[config.mk]
export PLATFORM = sky130hd
export DESIGN_NAME = sram_rr_ctrl
export DESIGN_NICKNAME = d
export VERILOG_FILES = /design/src/rtl/sram_rr_ctrl.sv
export SDC_FILE = /design/constraint.sdc
export NUM_CORES = 1
export LEC_CHECK = 0
export CAP_MARGIN = 5
export CORE_AREA = 3 3 69 71
export DETAILED_ROUTE_END_ITERATION = 10
export DIE_AREA = 0 0 72 74
export GPL_TIMING_DRIVEN = 1
export PLACE_DENSITY = 0.77
export SLEW_MARGIN = 10
export SYNTH_ARGS = -nofsm -noshare
export SYNTH_HDL_FRONTEND = slang
export SYNTH_SLANG_ARGS = --single-unit
[constraint.sdc]
create_clock -name clk -period 1.7 [get_ports clk]
set_input_delay 0.17 -clock clk [delete_from_list [all_inputs] [get_ports clk]]
set_output_delay 0.17 -clock clk [all_outputs]
set_load 0.02 [all_outputs]
[src/rtl/sram_rr_ctrl.sv]
// Two-requester round-robin front end for a single-port synchronous SRAM.
// Each grant becomes one strobe cycle, an optional read wait, and a one-cycle ack.
module sram_rr_ctrl #(
    parameter int unsigned AW     = 3,
    parameter int unsigned DW     = 8,
    parameter int unsigned RD_LAT = 1
) (
    input  logic          clk,
    input  logic          rst_n,
    input  logic          a_req,
    input  logic          a_we,
    input  logic [AW-1:0] a_addr,
    input  logic [DW-1:0] a_wdata,
    output logic          a_ack,
    output logic [DW-1:0] a_rdata,
    input  logic          b_req,
    input  logic          b_we,
    input  logic [AW-1:0] b_addr,
    input  logic [DW-1:0] b_wdata,
    output logic          b_ack,
    output logic [DW-1:0] b_rdata,
    output logic [AW-1:0] sram_addr,
    output logic [DW-1:0] sram_din,
    output logic          sram_we,
    output logic          sram_rd,
    input  logic [DW-1:0] sram_dout,
    output logic          busy
);

    localparam int unsigned CW = 3;

    typedef enum logic [1:0] {
        S_IDLE   = 2'd0,
        S_ACCESS = 2'd1,
        S_WAIT   = 2'd2,
        S_RESP   = 2'd3
    } state_e;

    state_e        state_q;
    logic          last_b_q;
    logic          gnt_b_q;
    logic          we_q;
    logic [CW-1:0] cnt_q;
    logic          a_ack_q;
    logic          b_ack_q;
    logic [DW-1:0] a_rdata_q;
    logic [DW-1:0] b_rdata_q;
    logic [AW-1:0] sram_addr_q;
    logic [DW-1:0] sram_din_q;
    logic          sram_we_q;
    logic          sram_rd_q;
    logic          busy_q;

    logic          any_req;
    logic          pick_b;
    logic          win_we;
    logic [AW-1:0] win_addr;
    logic [DW-1:0] win_wdata;

    // B wins only when A is idle or A was served last.
    always_comb begin
        any_req   = a_req | b_req;
        pick_b    = b_req & (~a_req | ~last_b_q);
        win_we    = a_we;
        win_addr  = a_addr;
        win_wdata = a_wdata;
        if (pick_b) begin
            win_we    = b_we;
            win_addr  = b_addr;
            win_wdata = b_wdata;
        end
    end

    always_ff @(posedge clk or negedge rst_n) begin
        if (!rst_n) begin
            state_q     <= S_IDLE;
            last_b_q    <= 1'b1;
            gnt_b_q     <= 1'b0;
            we_q        <= 1'b0;
            cnt_q       <= '0;
            a_ack_q     <= 1'b0;
            b_ack_q     <= 1'b0;
            a_rdata_q   <= '0;
            b_rdata_q   <= '0;
            sram_addr_q <= '0;
            sram_din_q  <= '0;
            sram_we_q   <= 1'b0;
            sram_rd_q   <= 1'b0;
            busy_q      <= 1'b0;
        end else begin
            a_ack_q   <= 1'b0;
            b_ack_q   <= 1'b0;
            sram_we_q <= 1'b0;
            sram_rd_q <= 1'b0;
            case (state_q)
                S_IDLE: begin
                    if (any_req) begin
                        gnt_b_q     <= pick_b;
                        last_b_q    <= pick_b;
                        we_q        <= win_we;
                        sram_addr_q <= win_addr;
                        // Strobe is launched here so it is visible for exactly the ACCESS cycle.
                        if (win_we) begin
                            sram_we_q  <= 1'b1;
                            sram_din_q <= win_wdata;
                        end else begin
                            sram_rd_q  <= 1'b1;
                        end
                        busy_q  <= 1'b1;
                        state_q <= S_ACCESS;
                    end
                end
                S_ACCESS: begin
                    if (we_q) begin
                        a_ack_q <= ~gnt_b_q;
                        b_ack_q <= gnt_b_q;
                        state_q <= S_RESP;
                    end else begin
                        cnt_q   <= CW'(RD_LAT);
                        state_q <= S_WAIT;
                    end
                end
                S_WAIT: begin
                    cnt_q <= cnt_q - CW'(1);
                    if (cnt_q == CW'(1)) begin
                        if (gnt_b_q) begin
                            b_rdata_q <= sram_dout;
                        end else begin
                            a_rdata_q <= sram_dout;
                        end
                        a_ack_q <= ~gnt_b_q;
                        b_ack_q <= gnt_b_q;
                        state_q <= S_RESP;
                    end
                end
                S_RESP: begin
                    busy_q  <= 1'b0;
                    state_q <= S_IDLE;
                end
                default: begin
                    busy_q  <= 1'b0;
                    state_q <= S_IDLE;
                end
            endcase
        end
    end

    assign a_ack     = a_ack_q;
    assign b_ack     = b_ack_q;
    assign a_rdata   = a_rdata_q;
    assign b_rdata   = b_rdata_q;
    assign sram_addr = sram_addr_q;
    assign sram_din  = sram_din_q;
    assign sram_we   = sram_we_q;
    assign sram_rd   = sram_rd_q;
    assign busy      = busy_q;

endmodule

# --- After elaboration in Yosys (flattened, before gate mapping) ---
# Index checks and enable logic that the tools add are counted.
totals:
  register_bits: 40
  wordCells: 61
  output_inout_bits: 32
  ramBits: 0
  latchBits: 0
  rom_bits: 0
  n_memories: 0
  input_bits: 36
op_classes:
  bitwise: 6
  mul: 0
  muxes: 23
  shifts: 0
  n_eq_ne: 7
  order_cmp: 0
  div_mod_pow: 0
  n_reduce_logical: 10
  addsub: 1
ops:
  columns: ["cell", "n"]
  rows:
  - ["$mux 1", 13]
  - ["$reduce_and 3->1", 3]
  - ["$mux 8", 1]
  - ["$pmux 2 s4", 1]
  - ["$reduce_and 2->1", 4]
  - ["$mux 3", 2]
  - ["$ne 2x2->1 const B", 3]
  - ["$pmux 1 s2", 3]
  - ["$pmux 3 s2", 1]
  - ["$eq 2x2->1 const B", 2]
  - ["$mux 2", 2]
  - ["$reduce_bool 2->1", 2]
  - ["$eq 3x1->1 const B", 1]
  - ["$not 1->1", 3]
  - ["$sub 3x1->3 const B", 1]
  - ["$eq 2x1->1 const B", 1]
  - ["$logic_not 2->1", 1]
  - ["$or 1x1->1", 2]
  - ["$and 1x1->1", 1]

# --- Depth between registers and ports, before layout ---
depth:
  ltp_word: 7
  ltp_mapped: 7
  ltp_nobuf: 6

# --- Worst setup path before layout ---
# Ideal clock, no wire load.
synth_path:
  path_type: "register -> register"
  from: "register state_q[0]"
  to: "register a_rdata_q[0] (netlist: a_rdata[0])"
  path_slack_ps: 93
  path_buffers: 0
  t_arrival_ps: 1482
  stages_incl_launch_ff: 6
  path_cell_list: "dfrtp_1 -> inv_1 -> ha_1 -> inv_1 -> nor3_4 -> mux2_2"
synth_via:
  elab_chain_cells: 2
synth_lines:
  columns: ["element", "line_no", "source"]
  rows:
  - ["start: declaration", "39", "state_e state_q;"]
  - ["start signal: assignment", "76", "state_q <= S_IDLE;"]
  - ["start signal: assignment", "110", "state_q <= S_ACCESS;"]
  - ["start signal: assignment", "117", "state_q <= S_RESP;"]
  - ["$eq 2x2->1", "95", "case (state_q)"]
  - ["$reduce_and 3->1 (no line)", null, null]
  - ["end signal: assignment", "129", "a_rdata_q <= sram_dout;"]
  - ["end: declaration", "46", "logic [DW-1:0] a_rdata_q;"]
# No other way between the ends.
# A chain may end at the register's enable or synchronous reset.

# --- Worst setup path after layout ---
layout_path:
  from: "register state_q[0]"
  to: "register sram_din_q[1] (netlist: sram_din[1])"
layout_via:
  elab_chain_cells: 2
layout_lines:
  columns: ["element", "line_no", "source"]
  rows:
  - ["$logic_not 2->1", "95", null]
  - ["$reduce_and 3->1 (no line)", null, null]
  - ["end signal: assignment", "105", "sram_din_q <= win_wdata;"]
  - ["end: declaration", "49", "logic [DW-1:0] sram_din_q;"]
# No other way between the ends.

==> results.yml <==
grt:
  grt_pass1_wl_um: 6560
  grt_overflow: 0
  track_usage_pct: 16.2
  grt_antenna_before_repair: 0
  grt_pass1_vias: 1397
  grt_start_max_net_pins: 23
setup_path:
  path_max_fanout: 6
  critPathMaxStageDelay_ps: 380
  cp_num_buf_inv: 3
  path_cells: "inv_1 > buf_4 > ha_1 > buf_4 > o21ai_4 > mux2_2"
  cp.required_ps: 1870
  path_delay_family: "buffers and inverters"
  worstSetupPathType: "reg -> reg"
  cp_common_cell: "buf_4"
  cp.arrival_ps: 1770
  start_kind: "flip-flop"
  slowest_stage: "dfrtp_1"
  endpoint_kind: "flip-flop"
hold_path:
  hp-class: "in -> async"
clocking:
  cts-root-buf: "clkbuf_8"
  clock_latency_ps: 280
  h-tree-depth: 2
  clock_path_buffers: 2
  cts.reportedPaths.clkPinSlew_ps: 80
  cts_tree: "done"
  cts_made_buffers: 5
  clock-sinks: 40
timing:
  setup_violations: 0
  setup_slack_ps: 97.4
  fin_setup_tns_ps: 0
  hold_viol_final: 0
  fmaxAchievable_mhz: 624
  min_period_ps: 1600
  slew_violations: 0
  worstMarginPinSlew_ps: 506
  finClkSkew_ps: 3.44
  max_slew_margin_pct: 66.3
  final.period_utilization_pct: 94.3
die:
  pin_count: 68
  initial_core_util_pct: 41.7
  core_um2: 4290
  die_w_um: 72
  die_area_um2: 5330
  fp.dieH_um: 74
  rows: 24
place:
  post-place-ws_ps: -67.9
  place_area_um2: 2650
  dpl.hpwl_um: 3090
  port_buffers: 67
  gp_congestion: 0.769
  dp_cells: 270
yosys:
  syn_inst: 139
  yosys_warnings: 0
  ys_seq_area_share_pct: 55.9
  synth-edff-count: 0
  synth_cell_types: 25
  ys_ff_latch: 40
  syn_nets: 181
  netlist_area_um2: 1790
  syn_area_per_cell_um2: 12.9
  synth_ff_type: "dfrtp_1"
  async_flop_share_pct: 100
power:
  leakage_uw: 0.00124
  total_power_uw: 5020
  vdd_drop_max_mv: 0.972
  pwr_density_cell_nw_per_um2: 1780
finish:
  antenna_cells: 0
  final_cells: 283
  finalInstanceArea_um2: 2820
  final_common_cell: "clkdlybuf4s50_1"
  final_cell_mix: "66 x clkdlybuf4s50_1, 39 x dfrtp_1, 27 x mux2_2, 14 x buf_4, 12 x nand2_1"
  syn2layout_area_growth_pct: 57.3
  drive_above_1_share_pct: 26.8
  fillers: 345
  nNetsFinal: 272
routing:
  drc: 0
  dr.pass1.iters: 4
  routed_wl_um: 3960
  routed-via-count: 1353
  wl_per_cell_um: 14.0
  avgViaCountPerCell: 4.78
  drt_iter0_markers: 87
  ant_nets: 0
status:
  status: "completed"
flow_run:
  cap_violations: 0
## per-layer routing
metal / vias to the layer above / routed length (um) / GRT usage (%)
li1: 664 / - / -
met1: 654 / 1680 / 20.6
met2: 27 / 2070 / 25.8
met3: 8 / 128 / 5.00
met4: 0 / 86 / 6.68
met5: - / 0 / 0
## repair_timing
| item | CTS | global route |
|---|---|---|
| endpoints found under the hold margin | 21 | 0 |
| setup buffers | 0 | 3 |
| hold buffers | 1 | 0 |
| setup endpoints to repair | 0 | 18 |
| gates resized for setup | 0 | 4 |
## cell usage after synthesis, types with 2 or more instances
library cell	number	share of area, %
dfrtp_1	39	54
mux2_2	27	17
nand2_1	12	2.5
o21ai_0	11	3.1
inv_1	9	1.9
ha_1	6	4.2
a21oi_1	5	1.4
mux2_1	5	3.1
nor2_1	5	1.0
mux2i_1	4	2.2
nor2b_1	2	0.70
## where the power goes
group	internal, uW	leakage [uW]	total [uW]	switching, uW
sequential	1420	0.000484	1690	271
combinational	1370	0.000700	2580	1210
clock	434	0.0000541	749	315
total	3230	0.00124	5020	1790
## cell type report
| cell class | count | area, um2 | share of cell area, % |
|---|---|---|---|
| well taps | 52 | 65.1 | 2.31 |
| clock inverters | 3 | 42.5 | 1.51 |
| flip-flops and latches | 40 | 1000 | 35.6 |
| repair buffers | 85 | 841 | 29.8 |
| clock buffers | 5 | 68.8 | 2.44 |
| multi-input cells | 89 | 766 | 27.2 |
| inverters | 9 | 33.8 | 1.20 |
## path summary, 6_finish.rpt
kind | cells after the start | slack [ps] | endpoint | start
worst max-delay path | 6 | 100 | sram_din[1]$_DFFE_PN0P_ | state_q[0]$_DFFE_PN0P_
worst min-delay path | 2 | 380 | sram_addr[1]$_DFFE_PN0P_ | rst_n
worst max register to register | 6 | 100 | sram_din[1]$_DFFE_PN0P_ | state_q[0]$_DFFE_PN0P_
worst min register to register | 2 | 500 | sram_addr[0]$_DFFE_PN0P_ | sram_addr[0]$_DFFE_PN0P_
max in group asynchronous | 3 | 760 | last_b_q$_DFFE_PN1P_ | rst_n
min in group clk | 2 | 500 | sram_addr[0]$_DFFE_PN0P_ | sram_addr[0]$_DFFE_PN0P_
## state kept, by name (all words and copies together), names as in the netlist
name       count
gnt_b_q        1
sram_we        1
state_q        2
sram_addr      3
busy           1
a_ack          1
last_b_q       1
we_q           1
b_ack          1
a_rdata        8
sram_din       8
sram_rd        1
b_rdata        8
cnt_q          3
## logic make-up (layout without fill, tap and decap cells)
group	Yosys count	count (layout)	share of synthesized area [%]
and+or+nand+nor	24	24	6.70
muxes	36	36	22.3
DFF	40	40	55.9
AOI/OAI and AO/OA	22	23	8.03
buffers and inverters	11	102	2.79
adders and majority gates	6	6	4.19
## per-stage QoR
stage / utilization, % / hold WS, ps
floorplan: - / -126
global placement: 61.7 / 166
detailed placement: 61.7 / 165
CTS: 64.5 / 394
global route: 65.6 / 414
finish: 65.6 / 385
## worst register-to-register path: cells and delay by family (launching register included)
kind | cells | cell delay (ps)
compound gates | 1 | 100
fa+ha+maj | 1 | 250
buf+inv | 3 | 400
flops | 1 | 380
mux | 1 | 370
Note: power is estimated with default switching activity, not from simulation.
